`config.mk`:
```
export PLATFORM = sky130hd
export DESIGN_NAME = imem_fetch_sequencer_flat
export DESIGN_NICKNAME = d
export VERILOG_FILES = /design/src/rtl/imem_fetch_sequencer_if.sv /design/src/rtl/imem_fetch_sequencer.sv /design/src/flat_wrapper.sv
export SDC_FILE = /design/constraint.sdc
export NUM_CORES = 1
export LEC_CHECK = 0
export BUFFER_PORTS_ARGS = -buffer_cell sky130_fd_sc_hd__buf_2
export CAP_MARGIN = 20
export CORE_ASPECT_RATIO = 2
export CORE_MARGIN = 3
export CORE_UTILIZATION = 40
export CTS_CLUSTER_DIAMETER = 50
export DETAILED_ROUTE_END_ITERATION = 16
export PLACE_DENSITY = 0.81
export SLEW_MARGIN = 20
export SYNTH_ARGS = -nofsm -noshare
export SYNTH_HDL_FRONTEND = slang
export SYNTH_SLANG_ARGS = --single-unit
export TNS_END_PERCENT = 5
```
`constraint.sdc`:
```
create_clock -name clk -period 8.2 [get_ports clk]
set_input_delay 1.64 -clock clk [delete_from_list [all_inputs] [get_ports clk]]
set_output_delay 1.64 -clock clk [all_outputs]
set_load 0.02 [all_outputs]
```
`src/rtl/imem_fetch_sequencer_if.sv`:
```
// Bus bundle around imem_fetch_sequencer.
// Groups the loader write port, the instruction-memory port and the decode
// handshake. The master modport is the sequencer's view. The slave modport is
// the view of the surrounding memory, loader and decode logic.
//   ld_req/ld_addr/ld_data -> ld_gnt         : loader write request / grant
//   mem_en/mem_we/mem_addr/mem_wdata <- mem_rdata : single-port memory
//   instr/instr_pc/instr_valid <- stall/redirect/redirect_pc : decode handshake
interface imem_fetch_sequencer_if #(
    parameter int AW = 13
);
    logic          ld_req;
    logic [AW-1:0] ld_addr;
    logic [31:0]   ld_data;
    logic          ld_gnt;

    logic          mem_en;
    logic          mem_we;
    logic [AW-1:0] mem_addr;
    logic [31:0]   mem_wdata;
    logic [31:0]   mem_rdata;

    logic [31:0]   instr;
    logic [AW-1:0] instr_pc;
    logic          instr_valid;
    logic          stall;
    logic          redirect;
    logic [AW-1:0] redirect_pc;

    modport master (
        input  ld_req, ld_addr, ld_data, mem_rdata, stall, redirect, redirect_pc,
        output ld_gnt, mem_en, mem_we, mem_addr, mem_wdata, instr, instr_pc, instr_valid
    );

    modport slave (
        output ld_req, ld_addr, ld_data, mem_rdata, stall, redirect, redirect_pc,
        input  ld_gnt, mem_en, mem_we, mem_addr, mem_wdata, instr, instr_pc, instr_valid
    );
endinterface

```
`src/rtl/imem_fetch_sequencer.sv`:
```
// Instruction-memory fetch sequencer.
// This block generates the PC and issues synchronous reads to a single-port
// instruction memory. It presents the fetched words to decode with a
// valid/stall handshake. A program loader shares the same memory port. The
// loader always has priority, and a write suppresses that cycle's read.
// Ports:
//   clk, rst_n : clock; asynchronous active-low reset
//   start      : pulse; IDLE/HALT -> FETCH, PC restarts at RESET_PC
//   halted     : registered; high while halted on HALT_WORD
//   bus        : loader, memory and decode signals (master modport)
module imem_fetch_sequencer #(
    parameter int          AW        = 13,
    parameter logic [AW-1:0] RESET_PC = '0,
    parameter logic [31:0] HALT_WORD = '1
) (
    input  logic clk,
    input  logic rst_n,
    input  logic start,
    output logic halted,
    imem_fetch_sequencer_if.master bus
);

    localparam logic [1:0] ST_IDLE  = 2'd0;
    localparam logic [1:0] ST_FETCH = 2'd1;
    localparam logic [1:0] ST_HALT  = 2'd2;

    logic [1:0]    state;
    logic [AW-1:0] pc;
    logic [AW-1:0] ipc;
    logic          rd_pending;

    logic          in_fetch;
    logic          redir;
    logic          valid;
    logic          accept;
    logic          halt_acc;
    logic          issue;
    logic [AW-1:0] issue_addr;

    always_comb begin
        in_fetch   = (state == ST_FETCH);
        redir      = in_fetch & bus.redirect;
        // A redirect drops the word that is in flight.
        valid      = rd_pending & ~redir;
        accept     = valid & ~bus.stall;
        halt_acc   = accept & (bus.mem_rdata == HALT_WORD);
        // Issue a read when the port is free and the output slot is empty or
        // is being consumed. A redirect always refetches.
        issue      = in_fetch & ~bus.ld_req & ~halt_acc & (redir | ~rd_pending | accept);
        issue_addr = redir ? bus.redirect_pc : pc;

        bus.ld_gnt    = bus.ld_req;
        bus.mem_en    = 1'b0;
        bus.mem_we    = 1'b0;
        bus.mem_addr  = '0;
        bus.mem_wdata = '0;
        if (bus.ld_req) begin
            bus.mem_en    = 1'b1;
            bus.mem_we    = 1'b1;
            bus.mem_addr  = bus.ld_addr;
            bus.mem_wdata = bus.ld_data;
        end else if (issue) begin
            bus.mem_en   = 1'b1;
            bus.mem_addr = issue_addr;
        end
    end

    // Memory read data is held by the RAM while no read is issued. This keeps
    // a stalled instruction on the output without a local copy.
    assign bus.instr       = bus.mem_rdata;
    assign bus.instr_pc    = ipc;
    assign bus.instr_valid = valid;

    always_ff @(posedge clk or negedge rst_n) begin
        if (!rst_n) begin
            state      <= ST_IDLE;
            pc         <= RESET_PC;
            ipc        <= '0;
            rd_pending <= 1'b0;
            halted     <= 1'b0;
        end else begin
            case (state)
                ST_IDLE, ST_HALT: begin
                    if (start) begin
                        state      <= ST_FETCH;
                        pc         <= RESET_PC;
                        rd_pending <= 1'b0;
                        halted     <= 1'b0;
                    end
                end
                ST_FETCH: begin
                    if (halt_acc) begin
                        state      <= ST_HALT;
                        halted     <= 1'b1;
                        rd_pending <= 1'b0;
                    end else if (issue) begin
                        ipc        <= issue_addr;
                        pc         <= issue_addr + AW'(1);
                        rd_pending <= 1'b1;
                    end else if (redir) begin
                        // The loader took the port. Remember the target and
                        // fetch from it next cycle.
                        pc         <= bus.redirect_pc;
                        rd_pending <= 1'b0;
                    end else if (accept) begin
                        rd_pending <= 1'b0;
                    end
                end
                default: begin
                    state      <= ST_IDLE;
                    rd_pending <= 1'b0;
                end
            endcase
        end
    end

endmodule

```
`src/flat_wrapper.sv`:
```
// flat-port wrapper written by rule: the top's interface ports become plain ports
module imem_fetch_sequencer_flat 
#(
    parameter int          AW        = 13,
    parameter logic [AW-1:0] RESET_PC = '0,
    parameter logic [31:0] HALT_WORD = '1
)
  (clk, rst_n, start, halted, bus_ld_req, bus_ld_addr, bus_ld_data, bus_mem_rdata, bus_stall, bus_redirect, bus_redirect_pc, bus_ld_gnt, bus_mem_en, bus_mem_we, bus_mem_addr, bus_mem_wdata, bus_instr, bus_instr_pc, bus_instr_valid);
  imem_fetch_sequencer_if #(.AW(AW)) bus_i ();
  input  logic clk;
  input  logic rst_n;
  input  logic start;
  output logic halted;
  input wire logic [$bits(bus_i.ld_req)-1:0] bus_ld_req;
  input wire logic [$bits(bus_i.ld_addr)-1:0] bus_ld_addr;
  input wire logic [$bits(bus_i.ld_data)-1:0] bus_ld_data;
  input wire logic [$bits(bus_i.mem_rdata)-1:0] bus_mem_rdata;
  input wire logic [$bits(bus_i.stall)-1:0] bus_stall;
  input wire logic [$bits(bus_i.redirect)-1:0] bus_redirect;
  input wire logic [$bits(bus_i.redirect_pc)-1:0] bus_redirect_pc;
  output wire logic [$bits(bus_i.ld_gnt)-1:0] bus_ld_gnt;
  output wire logic [$bits(bus_i.mem_en)-1:0] bus_mem_en;
  output wire logic [$bits(bus_i.mem_we)-1:0] bus_mem_we;
  output wire logic [$bits(bus_i.mem_addr)-1:0] bus_mem_addr;
  output wire logic [$bits(bus_i.mem_wdata)-1:0] bus_mem_wdata;
  output wire logic [$bits(bus_i.instr)-1:0] bus_instr;
  output wire logic [$bits(bus_i.instr_pc)-1:0] bus_instr_pc;
  output wire logic [$bits(bus_i.instr_valid)-1:0] bus_instr_valid;
  assign bus_i.ld_req = bus_ld_req;
  assign bus_i.ld_addr = bus_ld_addr;
  assign bus_i.ld_data = bus_ld_data;
  assign bus_i.mem_rdata = bus_mem_rdata;
  assign bus_i.stall = bus_stall;
  assign bus_i.redirect = bus_redirect;
  assign bus_i.redirect_pc = bus_redirect_pc;
  assign bus_ld_gnt = bus_i.ld_gnt;
  assign bus_mem_en = bus_i.mem_en;
  assign bus_mem_we = bus_i.mem_we;
  assign bus_mem_addr = bus_i.mem_addr;
  assign bus_mem_wdata = bus_i.mem_wdata;
  assign bus_instr = bus_i.instr;
  assign bus_instr_pc = bus_i.instr_pc;
  assign bus_instr_valid = bus_i.instr_valid;
  imem_fetch_sequencer #(.AW(AW), .RESET_PC(RESET_PC), .HALT_WORD(HALT_WORD)) u_core (.clk(clk), .rst_n(rst_n), .start(start), .halted(halted), .bus(bus_i));
endmodule
```
==> run summary <==
Outcome = complete, no violations
Yosys warning count = 0
Wire length per cell = 15.0 µm
Layout Cells excl Fill = 509
Sequential share of the synthesized area = 30.5%
Leak Pwr = 1.81 nW
CORE AREA = 0.00586 mm²
Clock Latency Late Sink = 0.27 ns
Crit path launch type = input pin
Placement Rows = 39
IO buf count = 190
Routed vias/inst = 5.33
Cell taking the most area after synthesis = dfrtp_1
Via count of the first global-routing pass = 2551
DP Cell Count = 502
Gate Count Post-Synth = 302
Worst path max stage delay = 0.79 ns
Clock slew at reported path FFs = 0.05 ns
FMAX = 155 MHz
Post-DP HPWL = 6250 µm
Async SR Flop Fraction = 100%
Global-route usage over all layers = 20.9%
Drt pass-1 iters = 4
TritonCTS clock tree = built
Routed Wire Length = 7650 µm
Worst-Margin Slew = 1.09 ns
Nets = 546
Kind of critical path = in2out
Max FO, Critical Path = 25
Maximum Capacitance Violations = 0
VDD IR max = 0.108 mV
Commonest cells after routing, fill and taps aside = buf_2, nand2_1, and2_1
Worst setup path end = bus_mem_addr[0]
Initial antenna violation count = 0
Buffer and inverter count on the worst path = 3
Fill cells = 552
Pwr dens = 218 mW/mm²
CTS buffer count = 5
First DRT Iteration DRCs = 101
Final Hold Fails = 0
#FFs+latches synth = 30
Post-route DRC = 0
Finish-stage setup viols = 0
CP Launch Point = bus_redirect
H-tree depth = 2
Hold crit path type = reg2reg
Hold Path Cell Cnt = 1
Synth Cell Area = 0.00246 mm²
Cell count along the critical path = 9
Critical Path AT = 4.80 ns
Syn avg cell area = 8.15 µm²
Top-area cell type share of the netlist area = 30.5%
Worst endpoint required time = 6.56 ns
Slew Limit Fails = 0
Hold-fix buffer count after cts = 0
Synth unique cells = 49
Synth Net Count = 400
Reg2reg setup slack = 4.48 ns
Layout cells sized above 1 = 45.8%
Area of the multi-input gates = 0.00132 mm²
Number of flops mapped to enable cells by yosys = 0
Die Ht = 117 µm
R2R depth = 6
CP cell instances = buf_2, and3b_1, or4b_4, o311ai_4, or2_1, inv_1, ha_1, mux2_2, buf_2
Via Count = 2711
R2R Path Start = u_core.state[0]$_DFFE_PN0P_
Starting density of the core = 42.0%
Top Ports = 191
Sinks on the clock net = 30
Top post-synthesis cells by area = dfrtp_1, buf_4, and2_1, nand2_1, mux2i_1
Top Family by Delay on Critical Path = simple AND/OR/NAND/NOR gates
Setup repair bufs after CTS = 0
Most common flop cell mapped by yosys = dfrtp_1
Slowest stage cell, crit path = o311ai_4
GPL Wtd Cong = 0.881
Worst setup EP type = output port
CTS resizes = 0
Layout Utilization = 55.9%
Final worst path period need = 6.44 ns
Most common cell after layout, fill and taps aside = buf_2
Ant diodes = 0
First-pass GRT wire length = 11300 µm
Die X = 61.5 µm
DRT antenna net count = 0
Slew margin rel. = 27.6%
Worst Skew = 0.00452 ns
RR Endpoint = u_core.bus.instr_pc[0]$_DFFE_PN0P_
FF+latch area = 751 µm²
CTS root buf = clkbuf_16
Setup repair after global routing missed its margin = false
Max clock buf depth = 2
Fin crit share = 78.5%
Grt ovf = 0
Die area = 0.00719 mm²
Largest net degree at the start of global routing = 51
Pwr Total = 0.714 mW
Most common cell on crit path = buf_2
Fin Setup TNS = 0 ns
Synth-to-layout area growth = 33.0%
## layer usage
metal / vias to the layer above / global-route usage, % / part of all wire (%)
met1: 1250 / 21.3 / 34
met3: 9 / 2.85 / 7.9
li1: 1299 / - / -
met4: 0 / 9.07 / 2.0
met5: - / 0 / 0
met2: 153 / 39.8 / 56
## report_power, final
group          switching, mW  internal [mW]
sequential            0.0410          0.198
combinational          0.189          0.115
clock                 0.0619          0.109
total                  0.292          0.422
## area by class of cell
| type | instances | area share, % |
|---|---|---|
| clock inverter | 2 | 0.306 |
| multi-input combinational | 211 | 40.3 |
| sequential | 30 | 22.9 |
| inverter | 9 | 1.03 |
| timing repair buffer | 191 | 29.3 |
| clock buffer | 5 | 3.82 |
| tap | 61 | 2.33 |
## flip-flops by register name, summed over array words and instances, names as in the netlist
name and flops:
u_core.rd_pending 1, u_core.halted 1, u_core.bus.instr_pc 13, u_core.pc 13, u_core.state 2
## stage by stage
step                setup slack [ns]  hold WS [ns]  instance area [µm²]
floorplan                       2.80         0.468                 2460
global placement                1.87         0.456                 3140
detailed placement              1.77         0.462                 3140
CTS                             1.76         0.473                 3270
global route                    1.59         0.501                 3270
finish                          1.76         0.469                 3270
## synth_stat cells, types with 3 or more instances
| cell | n |
|---|---|
| a21o_1 | 6 |
| a21oi_1 | 10 |
| and2_1 | 33 |
| buf_2 | 3 |
| buf_4 | 38 |
| clkbuf_1 | 9 |
| dfrtp_1 | 30 |
| inv_1 | 9 |
| mux2i_1 | 13 |
| nand2_1 | 38 |
| nand2b_1 | 5 |
| nand3_1 | 13 |
| nand4_1 | 13 |
| nor3_1 | 5 |
| o21ai_0 | 18 |
| o21ai_1 | 11 |
| o22ai_1 | 3 |
| xnor2_1 | 7 |
## logic make-up after synthesis
logic type / share of synthesized area [%]
simple gates: 28.6
buf+inv: 15.9
compound gates: 15.0
flops: 30.5
mux: 6.20
xor+xnor: 2.85
fa+ha+maj: 1.02
## worst min-delay path by stage
stage / start / to / slack (ns)
detailed placement: u_core.bus.instr_pc[10]$_DFFE_PN0P_ / u_core.bus.instr_pc[10]$_DFFE_PN0P_ / 0.46
floorplan: u_core.pc[11]$_DFFE_PN0P_ / u_core.pc[11]$_DFFE_PN0P_ / 0.47
CTS: u_core.bus.instr_pc[10]$_DFFE_PN0P_ / u_core.bus.instr_pc[10]$_DFFE_PN0P_ / 0.47
global route: u_core.bus.instr_pc[12]$_DFFE_PN0P_ / u_core.bus.instr_pc[12]$_DFFE_PN0P_ / 0.50
finish: u_core.bus.instr_pc[10]$_DFFE_PN0P_ / u_core.bus.instr_pc[10]$_DFFE_PN0P_ / 0.47
global placement: u_core.bus.instr_pc[8]$_DFFE_PN0P_ / u_core.bus.instr_pc[8]$_DFFE_PN0P_ / 0.46
No activity file was read; power rests on OpenSTA's default activity.
